$ cat src/rtl/rc4_pkg.sv
// Shared definitions for the RC4 key-search controller.
//  - rc4_state_t : sequencer states
//  - S_SEL_*     : S-RAM mux owner codes
//  - CHAR_*      : bounds of the accepted plaintext alphabet (space, 'a'..'z')
//  - is_print_char() : accepted-character test used by the checker
package rc4_pkg;

   typedef enum logic [3:0] {
      ST_IDLE,
      ST_INIT_RUN,
      ST_INIT_RST,
      ST_KSA_RUN,
      ST_KSA_RST,
      ST_DEC_RUN,
      ST_DEC_RST,
      ST_NEXT_KEY,
      ST_DONE
   } rc4_state_t;

   localparam logic [1:0] S_SEL_NONE = 2'd0;
   localparam logic [1:0] S_SEL_INIT = 2'd1;
   localparam logic [1:0] S_SEL_KSA  = 2'd2;
   localparam logic [1:0] S_SEL_DEC  = 2'd3;

   localparam logic [7:0] CHAR_SPACE = 8'h20;
   localparam logic [7:0] CHAR_LO    = 8'h61;
   localparam logic [7:0] CHAR_HI    = 8'h7A;

   function automatic logic is_print_char(input logic [7:0] c);
      return (c == CHAR_SPACE) || ((c >= CHAR_LO) && (c <= CHAR_HI));
   endfunction

endpackage

$ cat src/rtl/rc4_char_checker.sv
// Sticky plaintext validity flag.
// Ports:
//  clock  in   system clock
//  reset  in   asynchronous active-low reset
//  clr    in   synchronous clear of bad
//  en     in   snoop window (decrypt phase only)
//  wren   in   snooped D-RAM write strobe
//  data   in   snooped D-RAM write byte
//  bad    out  1 once any byte outside {space, 'a'..'z'} was written while en
module rc4_char_checker
   import rc4_pkg::*;
(
   input  logic       clock,
   input  logic       reset,
   input  logic       clr,
   input  logic       en,
   input  logic       wren,
   input  logic [7:0] data,
   output logic       bad
);

   // NOTE: flops use non-blocking assignments so every register samples pre-edge values.
   always_ff @(posedge clock or negedge reset) begin
      if (!reset) begin
         bad <= 1'b0;
      end else if (clr) begin
         bad <= 1'b0;
      end else if (en && wren && !is_print_char(data)) begin
         // Sticky: once a key is spoiled, later good bytes cannot rescue it.
         bad <= 1'b1;
      end
   end

endmodule

$ cat src/rtl/rc4_key_search_ctrl.sv
// Top-level sequencer for the RC4 brute-force key search.
// For each candidate key it runs S-init, KSA and decrypt in turn, owns the
// shared S-RAM mux select, snoops decrypted bytes and stops on the first key
// whose plaintext is entirely space / lowercase letters.
// Ports:
//  clock, reset               clock, async active-low reset
//  start                      1-cycle pulse, ignored while busy
//  init/ksa/dec_start         level, held until matching *_finish
//  init/ksa/dec_finish        engine done
//  eng_rst                    1-cycle restart to the engine that just stopped
//  s_sel                      S-RAM owner: 0 none, 1 init, 2 ksa, 3 dec
//  key_out                    current candidate key
//  dm_wren_in, dm_data_in     snooped decrypt writes
//  busy, done, found, key_found  search status / result
// Build option: define RC4_EARLY_ABORT_EN to abandon decrypt as soon as a bad
// byte is seen instead of waiting for dec_finish.
module rc4_key_search_ctrl
   import rc4_pkg::*;
#(
   parameter int               KEY_W     = 24,
   parameter logic [KEY_W-1:0] KEY_START = '0,
   parameter logic [KEY_W-1:0] KEY_END   = KEY_W'(24'h3FFFFF)
) (
   input  logic             clock,
   input  logic             reset,
   input  logic             start,
   output logic             init_start,
   input  logic             init_finish,
   output logic             ksa_start,
   input  logic             ksa_finish,
   output logic             dec_start,
   input  logic             dec_finish,
   output logic             eng_rst,
   output logic [1:0]       s_sel,
   output logic [KEY_W-1:0] key_out,
   input  logic             dm_wren_in,
   input  logic [7:0]       dm_data_in,
   output logic             busy,
   output logic             done,
   output logic             found,
   output logic [KEY_W-1:0] key_found
);

   rc4_state_t state;
   logic       bad;
   logic       bad_clr;
   logic       bad_en;

   // bad only changes in DEC_RUN, so clearing it in every quiet state is safe.
   assign bad_clr = (state == ST_IDLE) || (state == ST_DONE) || (state == ST_NEXT_KEY);
   assign bad_en  = (state == ST_DEC_RUN);

   rc4_char_checker u_char_checker (
      .clock (clock),
      .reset (reset),
      .clr   (bad_clr),
      .en    (bad_en),
      .wren  (dm_wren_in),
      .data  (dm_data_in),
      .bad   (bad)
   );

   // Moore outputs are registered alongside the state: each transition
   // loads the outputs of the state being entered.
   always_ff @(posedge clock or negedge reset) begin
      if (!reset) begin
         state      <= ST_IDLE;
         init_start <= 1'b0;
         ksa_start  <= 1'b0;
         dec_start  <= 1'b0;
         eng_rst    <= 1'b0;
         s_sel      <= S_SEL_NONE;
         key_out    <= KEY_START;
         busy       <= 1'b0;
         done       <= 1'b0;
         found      <= 1'b0;
         key_found  <= '0;
      end else begin
         // Only the RST transitions raise eng_rst, giving a one-cycle pulse.
         eng_rst <= 1'b0;
         case (state)
            ST_IDLE, ST_DONE: begin
               if (start) begin
                  state      <= ST_INIT_RUN;
                  key_out    <= KEY_START;
                  done       <= 1'b0;
                  found      <= 1'b0;
                  key_found  <= '0;
                  busy       <= 1'b1;
                  init_start <= 1'b1;
                  s_sel      <= S_SEL_INIT;
               end
            end
            ST_INIT_RUN: begin
               if (init_finish) begin
                  state      <= ST_INIT_RST;
                  init_start <= 1'b0;
                  s_sel      <= S_SEL_NONE;
                  eng_rst    <= 1'b1;
               end
            end
            ST_INIT_RST: begin
               state     <= ST_KSA_RUN;
               ksa_start <= 1'b1;
               s_sel     <= S_SEL_KSA;
            end
            ST_KSA_RUN: begin
               if (ksa_finish) begin
                  state     <= ST_KSA_RST;
                  ksa_start <= 1'b0;
                  s_sel     <= S_SEL_NONE;
                  eng_rst   <= 1'b1;
               end
            end
            ST_KSA_RST: begin
               state     <= ST_DEC_RUN;
               dec_start <= 1'b1;
               s_sel     <= S_SEL_DEC;
            end
            ST_DEC_RUN: begin
`ifdef RC4_EARLY_ABORT_EN
               if (dec_finish || bad) begin
`else
               if (dec_finish) begin
`endif
                  state     <= ST_DEC_RST;
                  dec_start <= 1'b0;
                  s_sel     <= S_SEL_NONE;
                  eng_rst   <= 1'b1;
               end
            end
            ST_DEC_RST: begin
               // A bad byte written alongside dec_finish is already in bad here.
               if (!bad) begin
                  state     <= ST_DONE;
                  busy      <= 1'b0;
                  done      <= 1'b1;
                  found     <= 1'b1;
                  key_found <= key_out;
               end else begin
                  state <= ST_NEXT_KEY;
               end
            end
            ST_NEXT_KEY: begin
               if (key_out == KEY_END) begin
                  state     <= ST_DONE;
                  busy      <= 1'b0;
                  done      <= 1'b1;
                  found     <= 1'b0;
                  key_found <= '0;
               end else begin
                  state      <= ST_INIT_RUN;
                  key_out    <= key_out + KEY_W'(1);
                  init_start <= 1'b1;
                  s_sel      <= S_SEL_INIT;
               end
            end
            default: begin
               state      <= ST_IDLE;
               init_start <= 1'b0;
               ksa_start  <= 1'b0;
               dec_start  <= 1'b0;
               s_sel      <= S_SEL_NONE;
               busy       <= 1'b0;
            end
         endcase
      end
   end

endmodule

$ cat config.mk
export PLATFORM = sky130hd
export DESIGN_NAME = rc4_key_search_ctrl
export DESIGN_NICKNAME = d
export VERILOG_FILES = /design/src/rtl/rc4_pkg.sv /design/src/rtl/rc4_char_checker.sv /design/src/rtl/rc4_key_search_ctrl.sv
export SDC_FILE = /design/constraint.sdc
export NUM_CORES = 1
export LEC_CHECK = 0
export ABC_AREA = 0
export CAP_MARGIN = 0
export CORE_AREA = 2 2 98 100
export CTS_BUF_LIST = sky130_fd_sc_hd__clkbuf_4 sky130_fd_sc_hd__clkbuf_8
export CTS_CLUSTER_DIAMETER = 50
export CTS_CLUSTER_SIZE = 28
export DETAILED_ROUTE_END_ITERATION = 10
export DIE_AREA = 0 0 100 102
export GPL_ROUTABILITY_DRIVEN = 0
export PLACE_DENSITY = 0.63
export SLEW_MARGIN = 15
export SYNTH_ARGS = -nofsm -noshare
export SYNTH_HDL_FRONTEND = slang
export SYNTH_SLANG_ARGS = --single-unit
$ cat constraint.sdc
create_clock -name clock -period 2.1 [get_ports clock]
set_input_delay 0.21 -clock clock [delete_from_list [all_inputs] [get_ports clock]]
set_output_delay 0.21 -clock clock [all_outputs]
set_load 0.01 [all_outputs]
==> impl_metrics.toml, run 1 <==
[global_route]
overflow = 0
use_met3 = 0.0383
grt_usage = 0.178
use_met2 = 0.284
antenna_found_initial = 0
grt_pass1_wl_um = 14200
grt_start_max_net_pins = 63
grt_busiest_layer = "met2"
use_met1 = 0.239
grt_pass1_vias = 2892

[drt]
drtIter0Drc = 169
wl_per_cell_um = 17.2
viasPerCell = 5.53
routed_wl_um = 9460
dr.pass1.iters = 4
antenna_left = 0
vias = 3039
drc = 0

[yosys]
syn_area_per_cell_um2 = 10.0
synth_async_sr_flop_share = 1.00
ys_seq_area_frac = 0.497
yosys_warnings = 0
synth_area_leader_cell = "dfrtp_1"
synth_top_area_frac = 0.497
synthesis.area_um2 = 3120
synth_flop_cell = "dfrtp_1"
syn_nets = 328
synthTopCellsByArea = "dfrtp_1 50%, a22o_1 7.3%, nand2_1 3.7%"
ys_ff_latch = 62
postSynthCellCount = 312
synth_edf_count = 0
synth.distinct_cells = 50

[timing]
hold_violations = 0
whs_ns = 0.404
fmax_mhz = 460
layout_setup_ws_ns = -0.0747
slew_violations = 0
setup_violations = 25
rsz0062_at_grt = "true"
period_share = 1.04
tightest_slew_ns = 0.443
max_slew_margin = 0.705
skew_ns = 0.00686
fin_crit_ns = 2.17

[floorplanning]
dieHeight_um = 102
rows = 35
io_pins = 72
dieArea_um2 = 10200
die_x_um = 100
core_um2 = 9110
initial_utilization = 0.343

[finish]
drive_gt1_frac = 0.223
fin_nets = 450
stdcell_count = 550
fin_util = 0.518
num-fill-cells = 873
area_growth_pct = 51.1
multiInputGateArea_um2 = 1630
regArea_um2 = 1550
antenna_cells = 0

[placed_design]
pre_cts_ws_ns = -0.300
dpl.cell_count = 525
io_buffers = 71
dpl.hpwl_um = 6170

[pwr]
power.leakage_nw = 2.04
ir_drop_mv = 0.602
power.density_nw_per_um2 = 947

[worst_setup_path]
timing.critical_path.buf_inv = 1
crit_fanout = 6
worstPathCellList = "or4b_4 -> a2111o_1 -> a211oi_2 -> buf_4 -> xnor2_2 -> nor2_1"
critPathLaunchType = "register"
critPathMaxStageDelay_ns = 0.56
crit_family = "compound AO/OA/AOI/OAI gates"
critical_path_class = "register to register"
critPathRequiredTime_ns = 2.34
slowest_stage = "a2111o_1"
arrival_ns = 2.41
end_kind = "register"

[job]
max_cap_violations = 0

[clocking]
path_clk_slew_ns = 0.07
cts_buffer_depth = 2
clock_latency_ns = 0.35
cts_tree = "yes"
cts_root_buffer = "clkbuf_8"
cts_sinks = 62
numCtsBuffers = 9
htree_levels = 3

[status]
status = "finished with violations"
failed_checks = "setup timing"

[worst_hold_path]
min_path_type = "input port to asynchronous set/reset pin"
-- cell families after synthesis --
group	count (synthesis)	share of synthesized area
AOI/OAI and AO/OA	92	0.211
xor gates and xnor gates	11	0.0308
adders and majority gates	1	0.00400
buffers and inverters	23	0.0288
DFF	62	0.497
muxes	8	0.0256
and+or+nand+nor	115	0.203
-- cells in the final DEF (no fill, tap or decap), types with 8 or more instances in the layout --
master,n
mux2i_1,8
buf_4,49
nand4_1,9
nand3_1,8
xnor2_1,10
clkdlybuf4s50_1,70
dfrtp_1,61
a21oi_1,20
nand2_1,30
clkbuf_8,12
o21ai_0,12
nor2_1,20
a22o_1,26
-- registers in the layout (all words and copies together) (netlist names) --
name and flops:
key_found 24, key_out 24, state 4, s_sel 2, busy 1, dec_start 1
done 1, eng_rst 1, found 1, init_start 1, ksa_start 1, u_char_checker.bad 1
-- worst reg2reg max path, stage by stage, from the launching register on --
cell and delay (ns):
dfrtp_1 0.40, or4b_4 0.55, a2111o_1 0.56, a211oi_2 0.25
buf_4 0.17, xnor2_2 0.09, nor2_1 0.06
-- repair_timing --
action	in CTS	in global routing
endpoints found under the setup margin	34	45
gates resized for setup	3	16
gates cloned	0	3
endpoints found under the hold margin	62	0
pin swaps	0	21
hold buffers	1	0
buffers inserted	0	5
-- layer usage --
metal | up-vias | wire length [um] | share of wire
li1 | 1403 | - | -
met1 | 1508 | 4160 | 0.44
met2 | 106 | 4440 | 0.47
met3 | 22 | 594 | 0.063
met4 | 0 | 271 | 0.029
met5 | - | 0 | 0
-- synth_stat cells, types with 3 or more instances --
cell	instances
a211oi_1	4
a21oi_1	21
a22o_1	26
a31oi_1	3
and2_1	3
buf_2	3
clkbuf_1	12
dfrtp_1	62
inv_1	6
mux2i_1	8
nand2_1	31
nand2b_1	6
nand3_1	8
nand4_1	9
nor2_1	21
nor3_1	6
nor3b_1	4
nor4_1	4
o21ai_0	12
o21bai_1	3
o31ai_1	5
or2_2	3
or3_1	3
or4_1	5
xnor2_1	11
-- report_power, final --
| part | switching [mW] | internal [mW] |
|---|---|---|
| registers | 0.0948 | 1.34 |
| clock network | 0.472 | 0.777 |
| logic | 1.02 | 0.772 |
| total | 1.58 | 2.89 |
-- path summary, 6_finish.rpt --
path | start | end | slack, ns | depth (start not counted)
worst max register to register | state[0]$_DFFE_PN0P_ | key_out[21]$_DFFE_PN0P_ | -0.07 | 6
worst min-delay path | reset | key_found[18]$_DFFE_PN0P_ | 0.40 | 3
min in group clock | found$_DFFE_PN0P_ | found$_DFFE_PN0P_ | 0.48 | 1
worst max-delay path | state[0]$_DFFE_PN0P_ | key_out[21]$_DFFE_PN0P_ | -0.07 | 6
max in group asynchronous | reset | key_out[0]$_DFFE_PN0P_ | 1.37 | 3
worst min register to register | found$_DFFE_PN0P_ | found$_DFFE_PN0P_ | 0.48 | 1
-- metrics by stage --
stage	cell area, um2	TNS, ns	power [mW]
3_3_place_gp	4300	-2.71	3.01
3_5_place_dp	4300	-3.74	3.02
6_report	4720	-0.785	4.47
4_1_cts	4560	-0.0474	4.29
2_1_floorplan	3170	0	2.40
5_1_grt	4720	-1.75	4.72
-- area by class of cell --
cell class                 instances  area share
tap                              111      0.0294
multi-input combinational        230       0.346
sequential                        62       0.329
clock buffer                      13      0.0366
clock inverter                     3      0.0138
inverter                           6     0.00477
timing repair buffer             125       0.241
No activity file was read; power rests on OpenSTA's default activity.
==> run 2: changes to the inputs <==
--- a/config.mk
+++ b/config.mk
@@ -15,6 +15,7 @@
 export DIE_AREA = 0 0 100 102
 export GPL_ROUTABILITY_DRIVEN = 0
 export PLACE_DENSITY = 0.63
+export RECOVER_POWER = 25
 export SLEW_MARGIN = 15
 export SYNTH_ARGS = -nofsm -noshare
 export SYNTH_HDL_FRONTEND = slang
==> run 2 against run 1 <==
  * The flow still finishes with violations (setup timing)
  * Die area is the same
  * Register-to-register slack is essentially flat
  * Core utilization shrank 0.16 points
  * Sequential share of layout area grew 0.10 points
  * Setup slack is the same
  * Count of clock-buffer cells in the layout is the same
  * Via count is the same
  * Total power is essentially flat
  * Clock power is essentially flat
  * Routed wire length is essentially flat
  * First-iteration DRC count is the same
  * Critical endpoint unchanged
  * Largest power group unchanged
==> impl_metrics.toml, run 2 (same netlist as run 1, synthesis figures left out) <==
[status]
status = "finished with violations"
failed_checks = "setup timing"

[floorplanning]
die_x_um = 100
dieHeight_um = 102
initial_utilization = 0.343
dieArea_um2 = 10200
io_pins = 72
core_um2 = 9110
rows = 35

[timing]
skew_ns = 0.00686
slew_violations = 0
setup_violations = 25
max_slew_margin = 0.0707
layout_setup_ws_ns = -0.0747
tightest_slew_ns = 1.39
hold_violations = 0
period_share = 1.04
fin_crit_ns = 2.17
whs_ns = 0.482
rsz0062_at_grt = "true"
fmax_mhz = 460

[finish]
regArea_um2 = 1550
final_cell_mix = "70 x clkdlybuf4s50_1, 61 x dfrtp_1, 49 x buf_4"
multiInputGateArea_um2 = 1630
reg_top3 = "key_found (24), key_out (24), state (4)"
area_growth_pct = 50.6
fin_nets = 450
stdcell_count = 550
layout_commonest_cell = "clkdlybuf4s50_1"
antenna_cells = 0
num-fill-cells = 875
postLayoutCellArea_um2 = 4710
drive_gt1_frac = 0.223

[drt]
dr.pass1.iters = 4
drc = 0
viasPerCell = 5.53
drtIter0Drc = 169
wl_per_cell_um = 17.2
antenna_left = 0
vias = 3039
routed_wl_um = 9460

[clocking]
path_clk_slew_ns = 0.07
numCtsBuffers = 9
cts_sinks = 62
cts_root_buffer = "clkbuf_8"
clock_latency_ns = 0.35
cts_tree = "yes"
cts_buffer_depth = 2
htree_levels = 3

[worst_hold_path]
min_path_type = "register to register"
holdCritStartpoint = "found$_DFFE_PN0P_"
holdPathEnd = "found$_DFFE_PN0P_"
whs_path_depth = 1

[placed_design]
dpl.hpwl_um = 6170
io_buffers = 71
dpl.cell_count = 525
postPlaceCellArea_um2 = 4300
pre_cts_ws_ns = -0.300

[pwr]
power.density_nw_per_um2 = 949
switchingPower_mw = 1.58
power_frac_clock = 0.280
ir_drop_mv = 0.602
power.leakage_nw = 2.04
p_int_mw = 2.88
p_seq_frac = 0.320
swShare = 0.354
comb_power_share = 0.400

[global_route]
grt_pass1_vias = 2892
grt_pass1_wl_um = 14200
grt_start_max_net_pins = 63
overflow = 0
antenna_found_initial = 0
grt_usage = 0.178

[worst_setup_path]
critPathLaunchType = "register"
critPathRequiredTime_ns = 2.34
regToRegSetupSlack_ns = -0.07
critical_path_class = "register to register"
end_kind = "register"
reg2reg_to = "key_out[21]$_DFFE_PN0P_"
crit_fanout = 6
r2r_cells = 6
arrival_ns = 2.41
regToRegStartpoint = "state[0]$_DFFE_PN0P_"

[job]
max_cap_violations = 0
==> run 2: cell count changes in the layout (fill, tap and decap cells not counted) <==
cell	previous run	this run
buf_12	1	0
buf_2	1	2
==> run 2: per-layer routing <==
metal / GRT usage / up-vias / part of all wire
met3: 0.0383 / 22 / 0.063
met1: 0.239 / 1508 / 0.44
met2: 0.284 / 106 / 0.47
met4: 0.0695 / 0 / 0.029
li1: - / 1403 / -
met5: 0 / - / 0
==> run 2: what timing repair did <==
| item | in CTS | in global routing |
|---|---|---|
| cloned | 0 | 3 |
| pin swaps | 0 | 21 |
| setup endpoints to repair | 34 | 45 |
| setup buffers | 0 | 5 |
| hold buffers | 1 | 0 |
| gates resized for setup | 3 | 16 |
| hold endpoints to repair | 62 | 0 |
==> run 2: worst max-delay path: stages (launching register included) <==
cell,delay (ns)
dfrtp_1,0.40
or4b_4,0.55
a2111o_1,0.56
a211oi_2,0.25
buf_4,0.17
xnor2_2,0.09
nor2_1,0.06
==> run 2: metrics by stage <==
| step | total power [mW] | util | TNS [ns] |
|---|---|---|---|
| 2_1_floorplan | 2.40 | - | 0 |
| 3_3_place_gp | 3.01 | 0.472 | -2.71 |
| 3_5_place_dp | 3.02 | 0.472 | -3.74 |
| 4_1_cts | 4.29 | 0.501 | -0.0474 |
| 5_1_grt | 4.71 | 0.517 | -1.82 |
| 6_report | 4.46 | 0.517 | -0.785 |
==> run 2: area by class of cell <==
type,instances,share of cell area
clock inverters,3,0.0138
flip-flops and latches,62,0.330
well taps,111,0.0295
clock buffers,13,0.0367
inverters,6,0.00479
multi-input cells,230,0.347
repair buffers,125,0.239
==> run 2: worst max path at each step <==
stage	to	cells past startpoint	slack (ns)	start
floorplan	init_start$_DFFE_PN0P_	5	0.01	key_out[16]$_DFFE_PN0P_
global placement	key_out[15]$_DFFE_PN0P_	6	-0.25	start
detailed placement	key_out[15]$_DFFE_PN0P_	6	-0.30	start
CTS	key_out[23]$_DFFE_PN0P_	5	-0.04	state[0]$_DFFE_PN0P_
global route	key_out[21]$_DFFE_PN0P_	6	-0.14	state[0]$_DFFE_PN0P_
finish	key_out[21]$_DFFE_PN0P_	6	-0.07	state[0]$_DFFE_PN0P_
==> run 2: power groups by stage <==
stage	sequential, mW	combinational [mW]	clock, mW
floorplan	1.51	0.891	0
global placement	1.44	1.57	0
detailed placement	1.44	1.58	0
CTS	1.42	1.60	1.27
global route	1.45	1.94	1.33
finish	1.43	1.78	1.25
==> run 3: changes to the inputs <==
--- a/config.mk
+++ b/config.mk
@@ -7,14 +7,14 @@
 export LEC_CHECK = 0
 export ABC_AREA = 0
 export CAP_MARGIN = 0
-export CORE_AREA = 2 2 98 100
+export CORE_AREA = 2 2 86 88
 export CTS_BUF_LIST = sky130_fd_sc_hd__clkbuf_4 sky130_fd_sc_hd__clkbuf_8
 export CTS_CLUSTER_DIAMETER = 50
 export CTS_CLUSTER_SIZE = 28
 export DETAILED_ROUTE_END_ITERATION = 10
-export DIE_AREA = 0 0 100 102
+export DIE_AREA = 0 0 88 90
 export GPL_ROUTABILITY_DRIVEN = 0
-export PLACE_DENSITY = 0.63
+export PLACE_DENSITY = 0.79
 export RECOVER_POWER = 25
 export SLEW_MARGIN = 15
 export SYNTH_ARGS = -nofsm -noshare
==> run 3 against run 2 <==
  * The flow still finishes with violations (setup timing)
  * Non-clock buffer count is 10 lower
  * Setup slack better by 0.032 ns
  * Fmax is 1.5% higher
  * Total power is 8.2% lower
  * Combinational power is 8% lower
  * Count of clock-buffer cells in the layout is 2 lower
  * First-iteration DRC count is 38% higher
  * Design area is 4.3% lower
  * Largest cell class unchanged
  * Highest routed layer unchanged
==> impl_metrics.toml, run 3 (same netlist as run 1, synthesis figures left out) <==
[worst_setup_path]
crit_path_end = "key_found[10]$_DFFE_PN0P_"
cp-startpoint = "key_out[1]$_DFFE_PN0P_"
end_kind = "register"
critPathLaunchType = "register"
critical_path_class = "register to register"
reg2reg_to = "key_found[10]$_DFFE_PN0P_"
crit_fanout = 14
critPathRequiredTime_ns = 2.33
arrival_ns = 2.37
r2r_cells = 6
regToRegSetupSlack_ns = -0.04
regToRegStartpoint = "key_out[1]$_DFFE_PN0P_"

[drt]
wl_met1_um = 3700
routed_wl_um = 8530
viasPerCell = 5.65
wl_per_cell_um = 16.2
vias = 2965
drc = 0
met3WireLength_um = 492
wl_met2_um = 4160
antenna_left = 0
drtIter0Drc = 233
dr.pass1.iters = 5
routed.top_layer = "met4"

[timing]
setup_violations = 13
period_share = 1.02
rsz0062_at_grt = "true"
tns_ns = -0.379
skew_ns = 0.00942
fmax_mhz = 467
tightest_slew_ns = 1.37
layout_setup_ws_ns = -0.0426
slew_violations = 0
hold_violations = 0
fin_crit_ns = 2.14
whs_ns = 0.477
max_slew_margin = 0.0855

[finish]
final_cell_mix = "70 x clkdlybuf4s50_1, 61 x dfrtp_1, 39 x buf_4"
antenna_cells = 0
layout_commonest_cell = "clkdlybuf4s50_1"
postLayoutCellArea_um2 = 4500
drive_gt1_frac = 0.192
reg_top3 = "key_found (24), key_out (24), state (4)"
num-fill-cells = 590
fin_nets = 438
area_growth_pct = 44.2

[worst_hold_path]
min_path_type = "register to register"
holdCritStartpoint = "found$_DFFE_PN0P_"

[floorplanning]
die_x_um = 88
initial_utilization = 0.445
dieHeight_um = 90
rows = 31
dieArea_um2 = 7920
core_um2 = 7020
io_pins = 72

[global_route]
grt_start_max_net_pins = 63
grt_pass1_wl_um = 14000
grt_usage = 0.227
antenna_found_initial = 0
grt_pass1_vias = 2851
overflow = 0

[placed_design]
dpl.hpwl_um = 5860
io_buffers = 71
pre_cts_ws_ns = -0.237
postPlaceCellArea_um2 = 4230

[pwr]
ir_drop_mv = 0.772
power_mw = 4.10
power.leakage_nw = 1.95
power.density_nw_per_um2 = 910

[clocking]
cts_root_buffer = "clkbuf_8"
cts_buffer_depth = 2
path_clk_slew_ns = 0.07
clock_latency_ns = 0.35
cts_tree = "yes"
htree_levels = 3
numCtsBuffers = 9
cts_sinks = 62

[job]
max_cap_violations = 0

[status]
failed_checks = "setup timing"
status = "finished with violations"
run 3: cell types whose count changed in the layout (fill, tap and decap cells not counted), moves of 2 or more:
cell and change:
a21oi_2 +2, nor4_2 +2, clkbuf_8 -2, o21ai_4 -2
buf_4 -10
run 3: area by class of cell:
type | count | area, um2 | share of cell area
Multi-Input combinational cell | 228 | 1560 | 0.347
Sequential cell | 62 | 1550 | 0.345
Timing Repair Buffer | 115 | 1050 | 0.233
Clock buffer | 11 | 145 | 0.0322
Tap cell | 99 | 124 | 0.0275
Clock inverter | 4 | 47.5 | 0.0106
Inverter | 6 | 22.5 | 0.00500
run 3: power by group:
part	switching (mW)	total, mW	leakage, nW	internal [mW]
combinational	0.916	1.63	1.01	0.713
sequential	0.101	1.44	0.840	1.34
clock	0.451	1.03	0.0986	0.582
total	1.47	4.10	1.95	2.63
run 3: worst min-delay path by stage:
stage,endpoint,slack [ns],depth (start not counted)
global route,found$_DFFE_PN0P_,0.51,1
finish,found$_DFFE_PN0P_,0.48,1
global placement,key_found[21]$_DFFE_PN0P_,0.24,2
CTS,key_found[13]$_DFFE_PN0P_,0.42,3
detailed placement,key_found[21]$_DFFE_PN0P_,0.25,2
floorplan,busy$_DFFE_PN0P_,-0.09,0
run 3: what timing repair did:
action                     in CTS  in global routing
setup buffers                   0                  3
gates cloned                    1                  0
pin swaps                       3                 15
gates resized for setup         3                  9
setup endpoints to repair      31                 45
hold endpoints to repair       62                  0
hold buffers                    1                  0
run 3: per-stage QoR:
step                cells  utilization
detailed placement    505        0.602
global route          525        0.642
finish                525        0.642
floorplan             312            -
global placement      505        0.602
CTS                   522        0.634
run 3: metal layers:
layer,vias up,track usage
li1,1382,-
met1,1434,0.301
met2,131,0.355
met3,18,0.0478
met4,0,0.0962
met5,-,0
run 3: worst max-delay path, stage by stage, from the launching register on:
cell,delay [ns]
dfrtp_1,0.35
ha_2,0.21
nand4_1,0.23
or4_4,0.56
nor2_4,0.20
o21ai_4,0.18
a22o_1,0.29
